[config.mk]
export PLATFORM = sky130hd
export DESIGN_NAME = ps2_key_decoder
export DESIGN_NICKNAME = d
export VERILOG_FILES = /design/src/rtl/ps2_key_decoder.sv
export SDC_FILE = /design/constraint.sdc
export NUM_CORES = 1
export LEC_CHECK = 0
export CELL_PAD_IN_SITES_DETAIL_PLACEMENT = 1
export CELL_PAD_IN_SITES_GLOBAL_PLACEMENT = 2
export CORE_UTILIZATION = 37
export DETAILED_ROUTE_END_ITERATION = 12
export PLACE_DENSITY = 0.85
export SETUP_SLACK_MARGIN = 0.1
export SLEW_MARGIN = 20
export SYNTH_ARGS = -nofsm -noshare
export SYNTH_HDL_FRONTEND = slang
export SYNTH_SLANG_ARGS = --single-unit
[constraint.sdc]
create_clock -name clk -period 2.3 [get_ports clk]
set_input_delay 0.46 -clock clk [delete_from_list [all_inputs] [get_ports clk]]
set_output_delay 0.46 -clock clk [all_outputs]
set_load 0.03 [all_outputs]
[src/rtl/ps2_key_decoder.sv]
// PS/2 receive-only keyboard decoder: sync, clock filter, 11-bit frame deframer, make/break/E0 tracking.
// Optional frame timeout is enabled by defining PS2_TIMEOUT_EN.
module ps2_key_decoder #(
  parameter int FILTER_LEN     = 8,
  parameter int TIMEOUT_CYCLES = 50000
) (
  input  logic       clk,
  input  logic       reset,
  input  logic       ps2_clk,
  input  logic       ps2_data,
  output logic [7:0] key_code,
  output logic       extended,
  output logic       key_valid,
  output logic       frame_err,
  output logic [1:0] dbg_state
);

  typedef enum logic [1:0] {
    S_IDLE   = 2'd0,
    S_DATA   = 2'd1,
    S_PARITY = 2'd2,
    S_STOP   = 2'd3
  } state_t;

  localparam int FW = $clog2(FILTER_LEN + 1);

  state_t        r_state, w_state_nxt;
  logic          r_clk_s1, r_clk_s2, r_dat_s1, r_dat_s2;
  logic          r_filt_clk, r_filt_prev;
  logic [FW-1:0] r_filt_cnt;
  logic [7:0]    r_shift;
  logic [2:0]    r_bit_cnt;
  logic          r_par, r_byte_rdy, r_ext, r_brk;
  logic          w_fall, w_good, w_bad, w_timeout;

  // Filtered clock only follows the synced line after FILTER_LEN consecutive differing samples.
  always_ff @(posedge clk or posedge reset) begin
    if (reset) begin
      r_clk_s1    <= 1'b1;
      r_clk_s2    <= 1'b1;
      r_dat_s1    <= 1'b1;
      r_dat_s2    <= 1'b1;
      r_filt_clk  <= 1'b1;
      r_filt_prev <= 1'b1;
      r_filt_cnt  <= '0;
    end else begin
      r_clk_s1    <= ps2_clk;
      r_clk_s2    <= r_clk_s1;
      r_dat_s1    <= ps2_data;
      r_dat_s2    <= r_dat_s1;
      r_filt_prev <= r_filt_clk;
      if (r_clk_s2 == r_filt_clk) begin
        r_filt_cnt <= '0;
      end else if (r_filt_cnt == FW'(FILTER_LEN - 1)) begin
        r_filt_clk <= r_clk_s2;
        r_filt_cnt <= '0;
      end else begin
        r_filt_cnt <= r_filt_cnt + 1'b1;
      end
    end
  end

  assign w_fall = r_filt_prev & ~r_filt_clk;

`ifdef PS2_TIMEOUT_EN
  localparam int TW = $clog2(TIMEOUT_CYCLES + 1);
  logic [TW-1:0] r_to_cnt;

  always_ff @(posedge clk or posedge reset) begin
    if (reset) begin
      r_to_cnt <= '0;
    end else if (r_state == S_IDLE || w_fall) begin
      r_to_cnt <= '0;
    end else begin
      r_to_cnt <= r_to_cnt + 1'b1;
    end
  end

  assign w_timeout = (r_state != S_IDLE) && (r_to_cnt == TW'(TIMEOUT_CYCLES));
`else
  // No timeout in this build; the frame FSM waits indefinitely for the next edge.
  assign w_timeout = (TIMEOUT_CYCLES < 0);
`endif

  always_ff @(posedge clk or posedge reset) begin
    if (reset) r_state <= S_IDLE;
    else       r_state <= w_state_nxt;
  end

  always_comb begin
    w_state_nxt = r_state;
    w_good      = 1'b0;
    w_bad       = 1'b0;
    if (w_timeout) begin
      w_state_nxt = S_IDLE;
      w_bad       = 1'b1;
    end else if (w_fall) begin
      case (r_state)
        S_IDLE:   if (!r_dat_s2) w_state_nxt = S_DATA;
        S_DATA:   if (r_bit_cnt == 3'd7) w_state_nxt = S_PARITY;
        S_PARITY: w_state_nxt = S_STOP;
        S_STOP: begin
          w_state_nxt = S_IDLE;
          // Good frame: stop bit high and odd parity over data plus parity bit.
          if (r_dat_s2 && (^{r_shift, r_par})) w_good = 1'b1;
          else                                 w_bad  = 1'b1;
        end
        default:  w_state_nxt = S_IDLE;
      endcase
    end
  end

  assign dbg_state = r_state;

  always_ff @(posedge clk or posedge reset) begin
    if (reset) begin
      r_shift    <= '0;
      r_bit_cnt  <= '0;
      r_par      <= 1'b0;
      r_byte_rdy <= 1'b0;
    end else begin
      r_byte_rdy <= w_good;
      if (w_fall && !w_timeout) begin
        if (r_state == S_IDLE) r_bit_cnt <= '0;
        if (r_state == S_DATA) begin
          r_shift   <= {r_dat_s2, r_shift[7:1]};
          r_bit_cnt <= r_bit_cnt + 3'd1;
        end
        if (r_state == S_PARITY) r_par <= r_dat_s2;
      end
    end
  end

  // key_valid and frame_err are single-cycle strobes with no back-pressure; consumers must sample every cycle.
  always_ff @(posedge clk or posedge reset) begin
    if (reset) begin
      key_code  <= 8'h00;
      extended  <= 1'b0;
      key_valid <= 1'b0;
      frame_err <= 1'b0;
      r_ext     <= 1'b0;
      r_brk     <= 1'b0;
    end else begin
      key_valid <= 1'b0;
      frame_err <= w_bad;
      if (w_timeout) begin
        r_ext <= 1'b0;
        r_brk <= 1'b0;
      end else if (r_byte_rdy) begin
        if (r_shift == 8'hE0) begin
          r_ext <= 1'b1;
        end else if (r_shift == 8'hF0) begin
          r_brk <= 1'b1;
        end else begin
          r_ext <= 1'b0;
          r_brk <= 1'b0;
          if (r_brk) begin
            if (r_shift == key_code) begin
              key_code <= 8'h00;
              extended <= 1'b0;
            end
          end else begin
            key_code  <= r_shift;
            extended  <= r_ext;
            key_valid <= 1'b1;
          end
        end
      end
    end
  end

endmodule
==> key figures, run 1 <==
Run status
  – Run status: finished, violations left
  – Failing checks: DRC

Timing
  – Pins Over Slew Limit: 0
  – Least-Margin Pin Slew: 0.6222 ns
  – Hold Fails Final Rpt: 0
  – Worst Clk Skew: 0.01267 ns
  – Unrepaired setup endpoints after global routing: no
  – Final min period: 1.917 ns
  – Period utilization: 0.8334
  – F_max: 0.5217 GHz
  – Final setup viols: 0
  – Slew margin rel.: 0.5836
  – Setup TNS: 0 ns

Synthesis
  – Distinct cell type count after synthesis: 28
  – Seq/Total Area, Yosys: 0.5391
  – Synth top area cells: dfrtp_1 45%, dfstp_2 8.9%, nand2_1 7.8%
  – Yosys reg bits: 38
  – Mean Syn Cell Area: 11.04 um2
  – Cells after synthesis: 161
  – Synthesized cell area: 1778 um2
  – Syn_nets: 172
  – Cell taking the most area after synthesis: dfrtp_1
  – Synth top area share: 0.4504
  – Number of synthesis warnings: 0

Clock tree
  – Clock Pin Slew Worst Setup and Hold Paths: 0.08 ns
  – CTS Buf Count: 5
  – Hold bufs inserted after CTS: 0
  – Clock sinks: 38
  – Root buffer cell: clkbuf_8
  – Worst-Skew Late Latency: 0.30 ns
  – H-tree level count: 2
  – Postcts setup bufs: 0
  – Clock buffer depth: 2
  – Post_cts resized: 0
  – CTS tree: yes

Floorplanning
  – Die Area: 5087 um2
  – DIE WIDTH: 71.32 um
  – Core Rows: 24
  – Die Y: 71.32 um
  – Initial core utilization: 0.3974
  – Core area: 4474 um2
  – I/O pins: 17

Worst setup path
  – Delay-heaviest family, CP: simple AND/OR/NAND/NOR gates
  – Crit Path Max Fanout: 10
  – Worst path slowest cell: or4b_4
  – Crit path launch type: flop
  – Largest stage delay, worst path: 0.59 ns
  – CP arrival: 2.06 ns
  – Worst Setup Path Type: flop to flop
  – Buf+Inv Stages, Crit Path: 0
  – Worst Path Required: 2.45 ns
  – Crit path capture type: flop
  – Crit-path cells: or4b_4, o311a_1, nand2_1, o211ai_1

Routing
  – Vias/cell: 5.310
  – DR vias: 1,232
  – DRT antenna net count: 0
  – Wire per inst: 15.73 um
  – DRT iter0 DRCs: 42
  – Drt pass-1 iters: 8
  – Drt drc: 2
  – WL final: 3650 um

Finish
  – Final non-filler cell total: 232
  – Register cell area after layout: 958.4 um2
  – Final nets: 190
  – Fillers: 503
  – # diodes: 0
  – Multi-input logic area: 757.0 um2
  – Area Growth Syn to Fin: 16.33%
  – Layout cells sized above 1: 0.1389

Global routing
  – Antenna violations before repair: 0
  – First-pass GRT wire length: 6534 um
  – Largest net degree at the start of global routing: 39
  – Number of global-route vias before repair: 1,364
  – GRT Resource Usage Total: 0.1689
  – Remaining global-route overflow: 0

Min path
  – Min-Delay Path Class: flop to flop

Pwr
  – Static Leak: 0.9137 nW
  – PwrDens: 871.3 nW/um2
  – Peak supply drop: 0.0005119 V

Placed design
  – Port Buffers: 16
  – Hpwl dp: 2622 um
  – Global placer's final weighted congestion: 0.7137
  – Placed Cells: 224

Run
  – Max cap viols: 0
## per-stage QoR
stage	power, mW	utilization	setup slack (ns)	cell area (um2)	hold WS (ns)
2_1_floorplan	1.223	-	0.5777	1778	0.3452
3_3_place_gp	1.326	0.4421	0.4651	1978	0.3461
3_5_place_dp	1.357	0.4421	0.4022	1978	0.3496
4_1_cts	1.830	0.4622	0.3841	2068	0.3625
5_1_grt	1.927	0.4622	0.2946	2068	0.3685
6_report	1.802	0.4622	0.3832	2068	0.3599
## flip-flops by register name (all words and copies together) (netlist names), 2 cells and up
register    count
key_code        8
r_bit_cnt       3
dbg_state       2
r_filt_cnt      4
r_shift         8
## layout by cell type (no fill, tap or decap)
master,n
nor2b_1,2
clkinvlp_4,1
or2_0,1
clkinv_2,1
clkbuf_8,5
dfrtp_1,32
nor3_1,2
ha_1,7
clkdlybuf4s50_1,16
nor2_1,7
nand2_1,37
o32a_1,1
a21oi_1,4
nand4_1,2
nand3_1,1
o211ai_1,9
o21ai_0,6
xor2_1,1
o31ai_4,1
mux2i_1,1
o311a_1,1
and3_1,1
a32o_1,2
clkinv_4,1
mux2_2,8
buf_4,1
or4b_4,1
xnor2_1,12
dfstp_2,6
inv_1,8
xnor3_1,2
## where the power goes
group,internal [mW],switching [mW]
registers,0.772,0.0977
clock network,0.213,0.251
logic,0.214,0.255
## layout make-up
type / count / share of cell area
Clock buffer: 5 / 0.03327
Clock inverter: 3 / 0.01028
Inverter: 8 / 0.01452
Multi-Input combinational cell: 109 / 0.3660
Sequential cell: 38 / 0.4634
Tap cell: 52 / 0.03146
Timing Repair Buffer: 17 / 0.08106
## synth_stat cells
cell,instances
nor2_1,7
dfrtp_1,32
buf_2,2
ha_1,7
a21oi_1,4
a32o_1,2
and3_1,1
mux2_2,8
nor3_1,2
inv_1,8
dfstp_2,6
or4b_4,1
nand4_1,2
xor2_1,1
o31ai_4,1
o211ai_1,9
xnor2_1,12
o21ai_0,6
o311a_1,1
buf_6,1
nand2_1,37
clkbuf_1,3
xnor3_1,2
nand3_1,1
or2_0,1
mux2i_1,1
o32a_1,1
nor2b_1,2
## worst register-to-register path: cells and delay by family (launching register included)
family / cells / cell delay [ns]
flip-flops: 1 / 0.46
AO/OA/AOI/OAI: 2 / 0.58
AND/OR/NAND/NOR: 2 / 0.72
## worst paths after layout
check / cells past startpoint / end / slack [ns] / from
setup / recovery: 4 / key_code[6]$_DFFE_PP0P_ / 0.38 / r_shift[2]$_DFFE_PP0P_
hold / removal: 0 / r_dat_s2$_DFF_PP1_ / 0.36 / r_dat_s1$_DFF_PP1_
setup reg to reg: 4 / key_code[6]$_DFFE_PP0P_ / 0.38 / r_shift[2]$_DFFE_PP0P_
hold reg to reg: 0 / r_dat_s2$_DFF_PP1_ / 0.36 / r_dat_s1$_DFF_PP1_
max in group asynchronous: 3 / r_clk_s2$_DFF_PP1_ / 1.34 / reset
min in group asynchronous: 3 / r_shift[0]$_DFFE_PP0P_ / 0.60 / reset
## cells by family after synthesis
logic type / count (synthesis) / share of synthesized area
and+or+nand+nor: 54 / 0.1302
DFF: 38 / 0.5391
AOI/OAI and AO/OA: 24 / 0.1006
xor gates and xnor gates: 15 / 0.08937
buffers and inverters: 14 / 0.03519
muxes: 9 / 0.05630
adders and majority gates: 7 / 0.04926
## layer usage
layer  vias to the layer above  global-route usage  share of wire  wire, um
li1                        575                   -              -         -
met1                       635              0.2072           0.45      1635
met5                         -                   0              0         0
met2                        16              0.2868           0.51      1857
met4                         0             0.06000          0.015        56
met3                         6             0.04641          0.027       100
Power figures use the tool's default switching activity.
==> run 2, diff against run 1 <==
==> constraint.sdc (replaced) <==
create_clock -name clk -period 1.8 [get_ports clk]
set_input_delay 0.36 -clock clk [delete_from_list [all_inputs] [get_ports clk]]
set_output_delay 0.36 -clock clk [all_outputs]
set_load 0.03 [all_outputs]
==> key figures, run 2 (same netlist as run 1, synthesis figures left out) <==
Run status
  – Run status: finished, violations left
  – Failing checks: DRC

Worst setup path
  – Worst r2r src: r_shift[0]$_DFFE_PP0P_
  – Register-to-Register Path Depth: 4
  – Crit path launch type: flop
  – Worst R2R Setup Slack: 0.15 ns
  – Worst Setup Path Type: flop to flop
  – RR Endpoint: key_code[5]$_DFFE_PP0P_
  – Crit Path Max Fanout: 10
  – CP arrival: 1.81 ns
  – Crit path capture type: flop
  – Worst Path Required: 1.97 ns

Placed design
  – Placed Cells: 235
  – Global placer's final weighted congestion: 0.7247
  – Hpwl dp: 2727 um
  – Port Buffers: 16

Timing
  – Final min period: 1.646 ns
  – Final setup viols: 0
  – F_max: 0.6075 GHz
  – Hold Fails Final Rpt: 0
  – Unrepaired setup endpoints after global routing: yes
  – Period utilization: 0.9145
  – Slew margin rel.: 0.7201
  – Pins Over Slew Limit: 0
  – Setup TNS: 0 ns
  – Least-Margin Pin Slew: 0.4189 ns
  – Worst Clk Skew: 0.006731 ns

Finish
  – Multi-input logic area: 770.7 um2
  – Most frequent cells in the layout: 37 x nand2_1, 31 x dfrtp_1, 12 x xnor2_1
  – Fillers: 503
  – Leading cell type in the layout, fill and taps excluded: nand2_1
  – Final non-filler cell total: 243
  – Area Growth Syn to Fin: 21.96%
  – Final nets: 201
  – Top flop regs: key_code x8, r_shift x8, r_filt_cnt x4
  – Register cell area after layout: 959.7 um2
  – # diodes: 0
  – Layout cells sized above 1: 0.1937

Routing
  – Wire per inst: 15.45 um
  – DRT iter0 DRCs: 43
  – Drt pass-1 iters: 8
  – DRT antenna net count: 0
  – Vias/cell: 5.160
  – Drt drc: 3
  – DR vias: 1,254
  – WL final: 3754 um

Clock tree
  – Root buffer cell: clkbuf_8
  – Clock buffer depth: 2
  – Worst-Skew Late Latency: 0.29 ns
  – H-tree level count: 2
  – CTS Buf Count: 5
  – Clock sinks: 38
  – CTS tree: yes
  – Clock Pin Slew Worst Setup and Hold Paths: 0.07 ns
  – Hold bufs inserted after CTS: 0

Floorplanning
  – Die Area: 5087 um2
  – Initial core utilization: 0.3974
  – Core area: 4474 um2
  – DIE WIDTH: 71.32 um
  – I/O pins: 17
  – Die Y: 71.32 um
  – Core Rows: 24

Pwr
  – Peak supply drop: 0.0006246 V
  – Static Leak: 1.026 nW
  – PwrDens: 1103 nW/um2
  – Total Power: 2.391 mW

Global routing
  – Remaining global-route overflow: 0
  – Antenna violations before repair: 0
  – Number of global-route vias before repair: 1,286
  – First-pass GRT wire length: 6506 um
  – GRT Resource Usage Total: 0.1724
  – Largest net degree at the start of global routing: 17

Min path
  – Min-Delay Path Class: input port to asynchronous set/reset pin

Run
  – Max cap viols: 0
[run 2: changes by cell type in the layout (fill, tap and decap cells not counted), moves of 2 or more]
cell	previous run	this run
buf_4	1	10
clkbuf_1	0	2
clkdlybuf4s50_1	16	5
dlygate4sd2_1	0	11
[run 2: area by class of cell]
class	instances	area share
Timing Repair Buffer	28	0.1166
Inverter	8	0.01385
Sequential cell	38	0.4426
Clock buffer	8	0.04155
Tap cell	52	0.03001
Multi-Input combinational cell	109	0.3555
[run 2: what timing repair did]
item | 4_1_cts | 5_1_grt
cloned | 0 | 0
buffers inserted | 0 | 0
gates resized for setup | 13 | 2
setup endpoints to repair | 20 | 9
[run 2: layer usage]
layer | part of all wire | wire length, um | global-route usage
met1 | 0.44 | 1643 | 0.2078
met2 | 0.52 | 1956 | 0.2984
met3 | 0.029 | 108 | 0.04219
met4 | 0.012 | 46 | 0.06667
met5 | 0 | 0 | 0
[run 2: worst max-delay path, cell delays in order, from the launching register on]
cell      delay, ns
dfrtp_1        0.39
or4b_4         0.57
o311a_4        0.38
nand2_1        0.10
o211ai_1       0.08
[run 2: how the worst max path moves through the flow]
stage | startpoint | end | slack (ns) | cells past startpoint
6_report | r_shift[0]$_DFFE_PP0P_ | key_code[5]$_DFFE_PP0P_ | 0.15 | 4
5_1_grt | r_shift[0]$_DFFE_PP0P_ | key_code[4]$_DFFE_PP0P_ | 0.07 | 4
4_1_cts | r_shift[0]$_DFFE_PP0P_ | key_code[5]$_DFFE_PP0P_ | 0.14 | 4
3_5_place_dp | r_shift[0]$_DFFE_PP0P_ | key_code[5]$_DFFE_PP0P_ | 0.06 | 4
2_1_floorplan | r_shift[0]$_DFFE_PP0P_ | key_code[4]$_DFFE_PP0P_ | 0.13 | 5
3_3_place_gp | r_shift[0]$_DFFE_PP0P_ | key_code[5]$_DFFE_PP0P_ | 0.12 | 4
[run 2: per-stage QoR]
step | hold slack (ns) | utilization | setup WS [ns] | cell area, um2
after global routing | 0.3627 | 0.4846 | 0.07222 | 2168
after CTS | 0.3572 | 0.4832 | 0.1367 | 2162
final | 0.3562 | 0.4846 | 0.1539 | 2168
after detailed placement | 0.3478 | 0.4636 | 0.06040 | 2074
after global placement | 0.3473 | 0.4636 | 0.1215 | 2074
after floorplan | 0.3452 | - | 0.1277 | 1779
[run 2: power breakdown]
part           internal (mW)  total (mW)  switching, mW
clock                  0.312       0.591          0.279
sequential             0.988        1.10          0.113
combinational          0.336       0.699          0.363
total                   1.64        2.39          0.755
